## src/rtl/ysyx_24100029_lsu_if.sv

```systemverilog
// Single-outstanding request/response data bus between the LSU and memory.
// The LSU drives the master modport; the memory side uses slave.
interface ysyx_24100029_lsu_if;
   logic        req_valid;
   logic        req_ready;
   logic        req_wen;
   logic [31:0] req_addr;
   logic [31:0] req_wdata;
   logic [3:0]  req_wstrb;
   logic        resp_valid;
   logic        resp_ready;
   logic [31:0] resp_rdata;
   logic        resp_err;

   modport master (
      output req_valid, req_wen, req_addr,
      output req_wdata, req_wstrb, resp_ready,
      input  req_ready, resp_valid,
      input  resp_rdata, resp_err
   );

   modport slave (
      input  req_valid, req_wen, req_addr,
      input  req_wdata, req_wstrb, resp_ready,
      output req_ready, resp_valid,
      output resp_rdata, resp_err
   );
endinterface

```

## src/rtl/ysyx_24100029_lsu.sv

```systemverilog
// Load/store stage: forwards the execute bundle to write-back and runs
// one data-bus transaction at a time for loads and stores.
module ysyx_24100029_lsu (
   input  logic        clock,
   input  logic        reset,
   input  logic        valid_last,
   output logic        ready_last,
   input  logic        mem_ren,
   input  logic        mem_wen,
   input  logic [2:0]  funct3,
   input  logic [31:0] EX_result,
   input  logic [31:0] rs2_value,
   input  logic [4:0]  rd,
   input  logic        R_wen,
   input  logic [3:0]  csr_wen,
   ysyx_24100029_lsu_if.master bus,
   output logic        valid_next,
   input  logic        ready_next,
   output logic [31:0] wb_data,
   output logic [4:0]  rd_next,
   output logic        R_wen_next,
   output logic [3:0]  csr_wen_next,
   output logic        exc_misalign,
   output logic        exc_access
);

   localparam logic [1:0] IDLE = 2'd0;
   localparam logic [1:0] REQ  = 2'd1;
   localparam logic [1:0] RESP = 2'd2;

   logic [1:0]  state_q, state_d;
   logic        wen_q, wen_d;
   logic [31:0] addr_q, addr_d;
   logic [31:0] wdata_q, wdata_d;
   logic [3:0]  wstrb_q, wstrb_d;
   logic        vn_q, vn_d;
   logic [31:0] wb_q, wb_d;
   logic [4:0]  rdn_q, rdn_d;
   logic        rwn_q, rwn_d;
   logic [3:0]  csrn_q, csrn_d;
   logic        mis_q, mis_d;
   logic        acc_q, acc_d;
   logic [4:0]  rd_q, rd_d;
   logic        rwen_q, rwen_d;
   logic [3:0]  csr_q, csr_d;
   logic [2:0]  f3_q, f3_d;
   logic        ld_q, ld_d;
   logic [31:0] ex_q, ex_d;

   logic        mem_op;
   logic        mis;
   logic [3:0]  st_strb;
   logic [31:0] st_data;
   logic [31:0] sh;
   logic [31:0] ld_val;
   logic        accept;

   assign mem_op = mem_ren | mem_wen;
   assign ready_last = (state_q == IDLE)
                    && (!vn_q || ready_next);
   assign accept = valid_last && ready_last;

   // funct3[1:0]: 00 byte, 01 half, anything else is a word
   always_comb begin
      mis     = 1'b0;
      st_strb = 4'hF;
      st_data = rs2_value;
      unique case (funct3[1:0])
         2'b00: begin
            st_strb = 4'b0001 << EX_result[1:0];
            st_data = {4{rs2_value[7:0]}};
         end
         2'b01: begin
            mis     = EX_result[0];
            st_strb = 4'b0011 << EX_result[1:0];
            st_data = {2{rs2_value[15:0]}};
         end
         default: mis = |EX_result[1:0];
      endcase
   end

   assign sh = bus.resp_rdata >> {ex_q[1:0], 3'b000};

   always_comb begin
      unique case (f3_q)
         3'b000:  ld_val = {{24{sh[7]}}, sh[7:0]};
         3'b100:  ld_val = {24'd0, sh[7:0]};
         3'b001:  ld_val = {{16{sh[15]}}, sh[15:0]};
         3'b101:  ld_val = {16'd0, sh[15:0]};
         default: ld_val = sh;
      endcase
   end

   always_comb begin
      state_d = state_q;
      wen_d   = wen_q;
      addr_d  = addr_q;
      wdata_d = wdata_q;
      wstrb_d = wstrb_q;
      vn_d    = vn_q;
      wb_d    = wb_q;
      rdn_d   = rdn_q;
      rwn_d   = rwn_q;
      csrn_d  = csrn_q;
      mis_d   = mis_q;
      acc_d   = acc_q;
      rd_d    = rd_q;
      rwen_d  = rwen_q;
      csr_d   = csr_q;
      f3_d    = f3_q;
      ld_d    = ld_q;
      ex_d    = ex_q;
      if (vn_q && ready_next) vn_d = 1'b0;
      unique case (state_q)
         IDLE: begin
            if (accept) begin
               rd_d   = rd;
               rwen_d = R_wen;
               csr_d  = csr_wen;
               f3_d   = funct3;
               ld_d   = !mem_wen;
               ex_d   = EX_result;
               if (mem_op && !mis) begin
                  state_d = REQ;
                  wen_d   = mem_wen;
                  addr_d  = {EX_result[31:2], 2'b00};
                  wdata_d = mem_wen ? st_data : 32'd0;
                  wstrb_d = mem_wen ? st_strb : 4'd0;
               end else begin
                  vn_d   = 1'b1;
                  wb_d   = EX_result;
                  rdn_d  = rd;
                  rwn_d  = R_wen && !(mem_op && mis);
                  csrn_d = csr_wen;
                  mis_d  = mem_op && mis;
                  acc_d  = 1'b0;
               end
            end
         end
         REQ: begin
            if (bus.req_ready) state_d = RESP;
         end
         RESP: begin
            if (bus.resp_valid) begin
               state_d = IDLE;
               vn_d    = 1'b1;
               rdn_d   = rd_q;
               csrn_d  = csr_q;
               mis_d   = 1'b0;
               acc_d   = bus.resp_err;
               rwn_d   = rwen_q && !bus.resp_err;
               if (bus.resp_err) wb_d = 32'd0;
               else if (ld_q)    wb_d = ld_val;
               else              wb_d = ex_q;
            end
         end
         default: state_d = IDLE;
      endcase
   end

   always_ff @(posedge clock or posedge reset) begin
      if (reset) begin
         state_q <= IDLE;
         wen_q   <= 1'b0;
         addr_q  <= 32'd0;
         wdata_q <= 32'd0;
         wstrb_q <= 4'd0;
         vn_q    <= 1'b0;
         wb_q    <= 32'd0;
         rdn_q   <= 5'd0;
         rwn_q   <= 1'b0;
         csrn_q  <= 4'd0;
         mis_q   <= 1'b0;
         acc_q   <= 1'b0;
         rd_q    <= 5'd0;
         rwen_q  <= 1'b0;
         csr_q   <= 4'd0;
         f3_q    <= 3'd0;
         ld_q    <= 1'b0;
         ex_q    <= 32'd0;
      end else begin
         state_q <= state_d;
         wen_q   <= wen_d;
         addr_q  <= addr_d;
         wdata_q <= wdata_d;
         wstrb_q <= wstrb_d;
         vn_q    <= vn_d;
         wb_q    <= wb_d;
         rdn_q   <= rdn_d;
         rwn_q   <= rwn_d;
         csrn_q  <= csrn_d;
         mis_q   <= mis_d;
         acc_q   <= acc_d;
         rd_q    <= rd_d;
         rwen_q  <= rwen_d;
         csr_q   <= csr_d;
         f3_q    <= f3_d;
         ld_q    <= ld_d;
         ex_q    <= ex_d;
      end
   end

   assign bus.req_valid  = (state_q == REQ);
   assign bus.resp_ready = (state_q == RESP);
   assign bus.req_wen    = wen_q;
   assign bus.req_addr   = addr_q;
   assign bus.req_wdata  = wdata_q;
   assign bus.req_wstrb  = wstrb_q;

   assign valid_next   = vn_q;
   assign wb_data      = wb_q;
   assign rd_next      = rdn_q;
   assign R_wen_next   = rwn_q;
   assign csr_wen_next = csrn_q;
   assign exc_misalign = mis_q;
   assign exc_access   = acc_q;

endmodule

```

## src/flat_wrapper.sv

```systemverilog
// flat-port wrapper written by rule: the top's interface ports become plain ports
module ysyx_24100029_lsu_flat 
  (clock, reset, valid_last, ready_last, mem_ren, mem_wen, funct3, EX_result, rs2_value, rd, R_wen, csr_wen, valid_next, ready_next, wb_data, rd_next, R_wen_next, csr_wen_next, exc_misalign, exc_access, bus_req_valid, bus_req_wen, bus_req_addr, bus_req_wdata, bus_req_wstrb, bus_resp_ready, bus_req_ready, bus_resp_valid, bus_resp_rdata, bus_resp_err);
  ysyx_24100029_lsu_if bus_i ();
  input  logic clock;
  input  logic reset;
  input  logic valid_last;
  output logic ready_last;
  input  logic mem_ren;
  input  logic mem_wen;
  input  logic [2:0] funct3;
  input  logic [31:0] EX_result;
  input  logic [31:0] rs2_value;
  input  logic [4:0] rd;
  input  logic R_wen;
  input  logic [3:0] csr_wen;
  output logic valid_next;
  input  logic ready_next;
  output logic [31:0] wb_data;
  output logic [4:0] rd_next;
  output logic R_wen_next;
  output logic [3:0] csr_wen_next;
  output logic exc_misalign;
  output logic exc_access;
  output wire logic [$bits(bus_i.req_valid)-1:0] bus_req_valid;
  output wire logic [$bits(bus_i.req_wen)-1:0] bus_req_wen;
  output wire logic [$bits(bus_i.req_addr)-1:0] bus_req_addr;
  output wire logic [$bits(bus_i.req_wdata)-1:0] bus_req_wdata;
  output wire logic [$bits(bus_i.req_wstrb)-1:0] bus_req_wstrb;
  output wire logic [$bits(bus_i.resp_ready)-1:0] bus_resp_ready;
  input wire logic [$bits(bus_i.req_ready)-1:0] bus_req_ready;
  input wire logic [$bits(bus_i.resp_valid)-1:0] bus_resp_valid;
  input wire logic [$bits(bus_i.resp_rdata)-1:0] bus_resp_rdata;
  input wire logic [$bits(bus_i.resp_err)-1:0] bus_resp_err;
  assign bus_req_valid = bus_i.req_valid;
  assign bus_req_wen = bus_i.req_wen;
  assign bus_req_addr = bus_i.req_addr;
  assign bus_req_wdata = bus_i.req_wdata;
  assign bus_req_wstrb = bus_i.req_wstrb;
  assign bus_resp_ready = bus_i.resp_ready;
  assign bus_i.req_ready = bus_req_ready;
  assign bus_i.resp_valid = bus_resp_valid;
  assign bus_i.resp_rdata = bus_resp_rdata;
  assign bus_i.resp_err = bus_resp_err;
  ysyx_24100029_lsu u_core (.clock(clock), .reset(reset), .valid_last(valid_last), .ready_last(ready_last), .mem_ren(mem_ren), .mem_wen(mem_wen), .funct3(funct3), .EX_result(EX_result), .rs2_value(rs2_value), .rd(rd), .R_wen(R_wen), .csr_wen(csr_wen), .bus(bus_i), .valid_next(valid_next), .ready_next(ready_next), .wb_data(wb_data), .rd_next(rd_next), .R_wen_next(R_wen_next), .csr_wen_next(csr_wen_next), .exc_misalign(exc_misalign), .exc_access(exc_access));
endmodule
```

## config.mk

```make
export PLATFORM = sky130hd
export DESIGN_NAME = ysyx_24100029_lsu_flat
export DESIGN_NICKNAME = d
export VERILOG_FILES = /design/src/rtl/ysyx_24100029_lsu_if.sv /design/src/rtl/ysyx_24100029_lsu.sv /design/src/flat_wrapper.sv
export SDC_FILE = /design/constraint.sdc
export NUM_CORES = 1
export LEC_CHECK = 0
export ABC_AREA = 1
export CAP_MARGIN = 30
export CORE_UTILIZATION = 45
export CTS_BUF_LIST = sky130_fd_sc_hd__clkbuf_4
export DETAILED_ROUTE_END_ITERATION = 10
export PLACE_DENSITY = 0.74
export RECOVER_POWER = 50
export SKIP_CTS_REPAIR_TIMING = 1
export SLEW_MARGIN = 10
export SYNTH_ARGS = -nofsm -noshare
export SYNTH_HDL_FRONTEND = slang
export SYNTH_SLANG_ARGS = --single-unit
export TNS_END_PERCENT = 10
```

## constraint.sdc

```tcl
create_clock -name clock -period 8.4 [get_ports clock]
set_clock_uncertainty 0.15 [all_clocks]
set_input_delay 1.68 -clock clock [delete_from_list [all_inputs] [get_ports clock]]
set_output_delay 1.68 -clock clock [all_outputs]
set_load 0.005 [all_outputs]
```

==> impl_results.md <==
* Critical-path cell list: dlygate4sd3_1, inv_1, nand2_1, nand3_1, buf_4, a21oi_2, nand2_2, buf_4, inv_2, nor2_1, a21oi_1
* Largest net degree at the start of global routing at 104
* Clock network power share at 13.2%
* Die X at 133 um
* Sw Pwr at 1.46 mW
* CTS Root Cell: clkbuf_4
* Peak VDD IR at 0.179 mV
* Die ar. at 17800 um2
* Critical path type: in2reg
* WL final at 22500 um
* IO Port Bufs at 232
* Antenna Nets Post-Route at 0
* Drt wl/cell at 15.8 um
* CP Depth at 11
* Worst reg2reg setup slack at 4.24 ns
* Placed cell areas at 10100 um2
* Ys async rst share at 100%
* FP Rows at 47
* Starting Density at 46.5%
* Min cycle time layout at 5.16 ns
* Final Hold Violating Endpoints at 0
* Nets at 1308
* Post-synthesis sequential area ratio at 51.6%
* Final GP Congestion at 0.885
* Internal power at 2.20 mW
* Top FF cell, synth: dfrtp_1
* Core Util, Final at 62.5%
* Total number of vias at 7288
* CTS tree: yes
* Hold_sp: u_core.bus.req_wen
* Switching share of power at 39.9%
* Required time worst endpoint at 8.68 ns
* Slowest CP cell: nand3_1
* Setup crit end: u_core.wb_data[29]
* Initial antenna violation count at 2
* Pleak at 4.86 nW
* Hold_ws at 0.341 ns
* Clk_lat worst skew at 0.55 ns
* Number of flops mapped to enable cells by yosys at 0
* Reg2reg start: u_core.state_q[0]
* Crit start category: primary input
* Buf/Inv on CP at 5
* Post-layout instance area at 10400 um2
* Slew headroom at -42.1%
* Hold Path Class: reg2reg
* Critical Path Sink Type: register
* Dpl hpwl at 15800 um
* Combinational group share of total power at 49.5%
* Post-synthesis cell type count at 34
* DRC Markers at 0
* Core area at 16700 um2
* CTS max path bufs at 2
* RSZ-0062 raised after global routing: no
* Final setup fails at 0
* Final Cycle Share at 61.4%
* F_max at 0.194 GHz
* Avg Inst Size Synth at 7.83 um2
* Global Route Usage Sum at 26.4%
* Most used cell, CP: buf_4
* Synth Instances at 991
* Max-Cap Viols at 1
* Synth warn at 0
* Critical Path Source: ready_next
* Worst path max stage delay at 0.99 ns
* First-pass GRT wire length at 36400 um
* Status: complete, but fails checks
* Flop pwr share at 37.4%
* Area Overhead vs Synth at 34.6%
* Aggregate global routing overflow at 0
* Drt pass-1 iters at 7
* Worst R2R Path Depth at 9
* Pwr dens at 350 nW/um2
* Clock transition at path regs at 0.13 ns
* Violated checks: capacitance limit, slew limit
* Die height at 133 um
* Mapped Area at 7760 um2
* Worst-Margin Slew at 2.12 ns
* CTS Buf Count at 17
* Seq cells post-synth at 160
* Setup TNS at 0 ns
* Num Clock Sinks at 160
* Io pins at 235
* Number of global-route vias before repair at 7030
* Worst Path Max Fanout at 56
* H-tree depth at 4
* CP delay by family, top: buffers and inverters
* Slew Limit Fails at 45
* CP arrival at 5.44 ns
* FF-to-FF End: u_core.wb_data[29]
* DRT iter0 DRCs at 502
* Vias/cell at 5.13
* Share of layout cells above drive strength 1 at 6.00%
sequential cells by signal, summed over array words and instances (netlist names):
name,cells
u_core.state_q,2
u_core.rd_q,5
u_core.exc_access,1
u_core.exc_misalign,1
u_core.bus.req_wen,1
u_core.ld_q,1
u_core.ex_q,32
u_core.bus.req_addr,30
u_core.bus.req_wdata,32
u_core.R_wen_next,1
u_core.rd_next,5
u_core.csr_wen_next,4
u_core.valid_next,1
u_core.bus.req_wstrb,4
u_core.rwen_q,1
u_core.f3_q,3
u_core.csr_q,4
u_core.wb_data,32
power groups by stage:
| stage | registers [mW] | clock network (mW) | logic, mW |
|---|---|---|---|
| detailed placement | 1.38 | 0 | 1.84 |
| floorplan | 1.35 | 0 | 1.03 |
| global route | 1.42 | 0.523 | 2.03 |
| global placement | 1.38 | 0 | 1.79 |
| finish | 1.37 | 0.482 | 1.81 |
| CTS | 1.37 | 0.494 | 1.85 |
worst min-delay path by stage:
stage,end,slack [ns],cells after the start
floorplan,u_core.ex_q[2],0.30,2
global placement,u_core.bus.req_wen,0.31,2
detailed placement,u_core.bus.req_wen,0.32,2
CTS,u_core.bus.req_wen,0.35,2
global route,u_core.bus.req_wdata[15],0.37,2
finish,u_core.bus.req_wen,0.34,2
worst register-to-register path, stage by stage (launching register included):
cell,delay [ns]
dfrtp_1,0.45
nor2_2,0.25
nand3_1,1.05
buf_4,0.69
a21oi_2,0.23
nand2_2,0.06
buf_4,0.33
inv_2,0.58
nor2_1,0.11
a21oi_1,0.17
cell type report:
type                    count  area [um2]
clock buffers              20         150
repair buffers            241        2420
flip-flops and latches    160        4000
diodes                      1        2.50
fillers                  1546        6260
clock inverters            10         139
inverters                  73         275
well taps                 220         275
multi-input cells         697        3170
cell families after synthesis:
| logic type | after synthesis | synth area share [%] |
|---|---|---|
| and+or+nand+nor | 426 | 21.1 |
| AOI/OAI and AO/OA | 258 | 18.2 |
| DFF | 160 | 51.6 |
| buffers and inverters | 135 | 7.54 |
| muxes | 11 | 1.60 |
| other | 1 | 0.0483 |
placed cells by master (no fill, tap or decap), types with 2 or more instances in the layout:
master             n
nor2_1           140
nand3_1           11
dfrtp_1          160
conb_1             2
clkbuf_4          20
clkinv_1           2
o21ai_0          170
mux2_2            11
bufinv_16          3
buf_4              6
clkinv_2           2
dlygate4sd3_1     37
a21oi_1           54
buf_8              2
o211ai_1           2
nand2_1          269
inv_2              5
clkdlybuf4s50_1  195
clkinvlp_4         4
o31ai_2           10
o221ai_1           3
inv_1             65
o21ai_1           10
synthesized netlist by cell type (2+ instances only):
| cell | number | area (um2) |
|---|---|---|
| clkbuf_1 | 39 | 146 |
| buf_2 | 12 | 60.1 |
| o21ai_1 | 10 | 50.1 |
| o21ai_0 | 170 | 851 |
| nor2_1 | 140 | 526 |
| nand3_1 | 10 | 50.1 |
| buf_6 | 6 | 67.6 |
| buf_4 | 5 | 37.5 |
| o221ai_1 | 3 | 26.3 |
| dfrtp_1 | 160 | 4000 |
| nand2_1 | 270 | 1010 |
| inv_1 | 66 | 248 |
| o31ai_2 | 10 | 125 |
| o211ai_1 | 2 | 15.0 |
| inv_2 | 5 | 18.8 |
| mux2_2 | 11 | 124 |
| clkinv_1 | 2 | 7.51 |
| a21oi_1 | 54 | 270 |
metrics by stage:
stage	total power, mW	worst slack, ns	std cells
after floorplan	2.38	2.25	992
after global placement	3.17	3.29	1388
after detailed placement	3.23	3.24	1388
after CTS	3.72	3.69	1418
after global routing	3.97	2.91	1422
final	3.66	3.24	1422
routing by layer:
metal  GRT usage, %  vias to the layer above  routed length (um)
li1               -                     3594                   -
met1           34.9                     3396                9820
met2           41.6                      250               10600
met3           6.16                       46                1460
met4           11.0                        2                 639
met5              0                        -                  13
(Power assumes the default switching activity.)
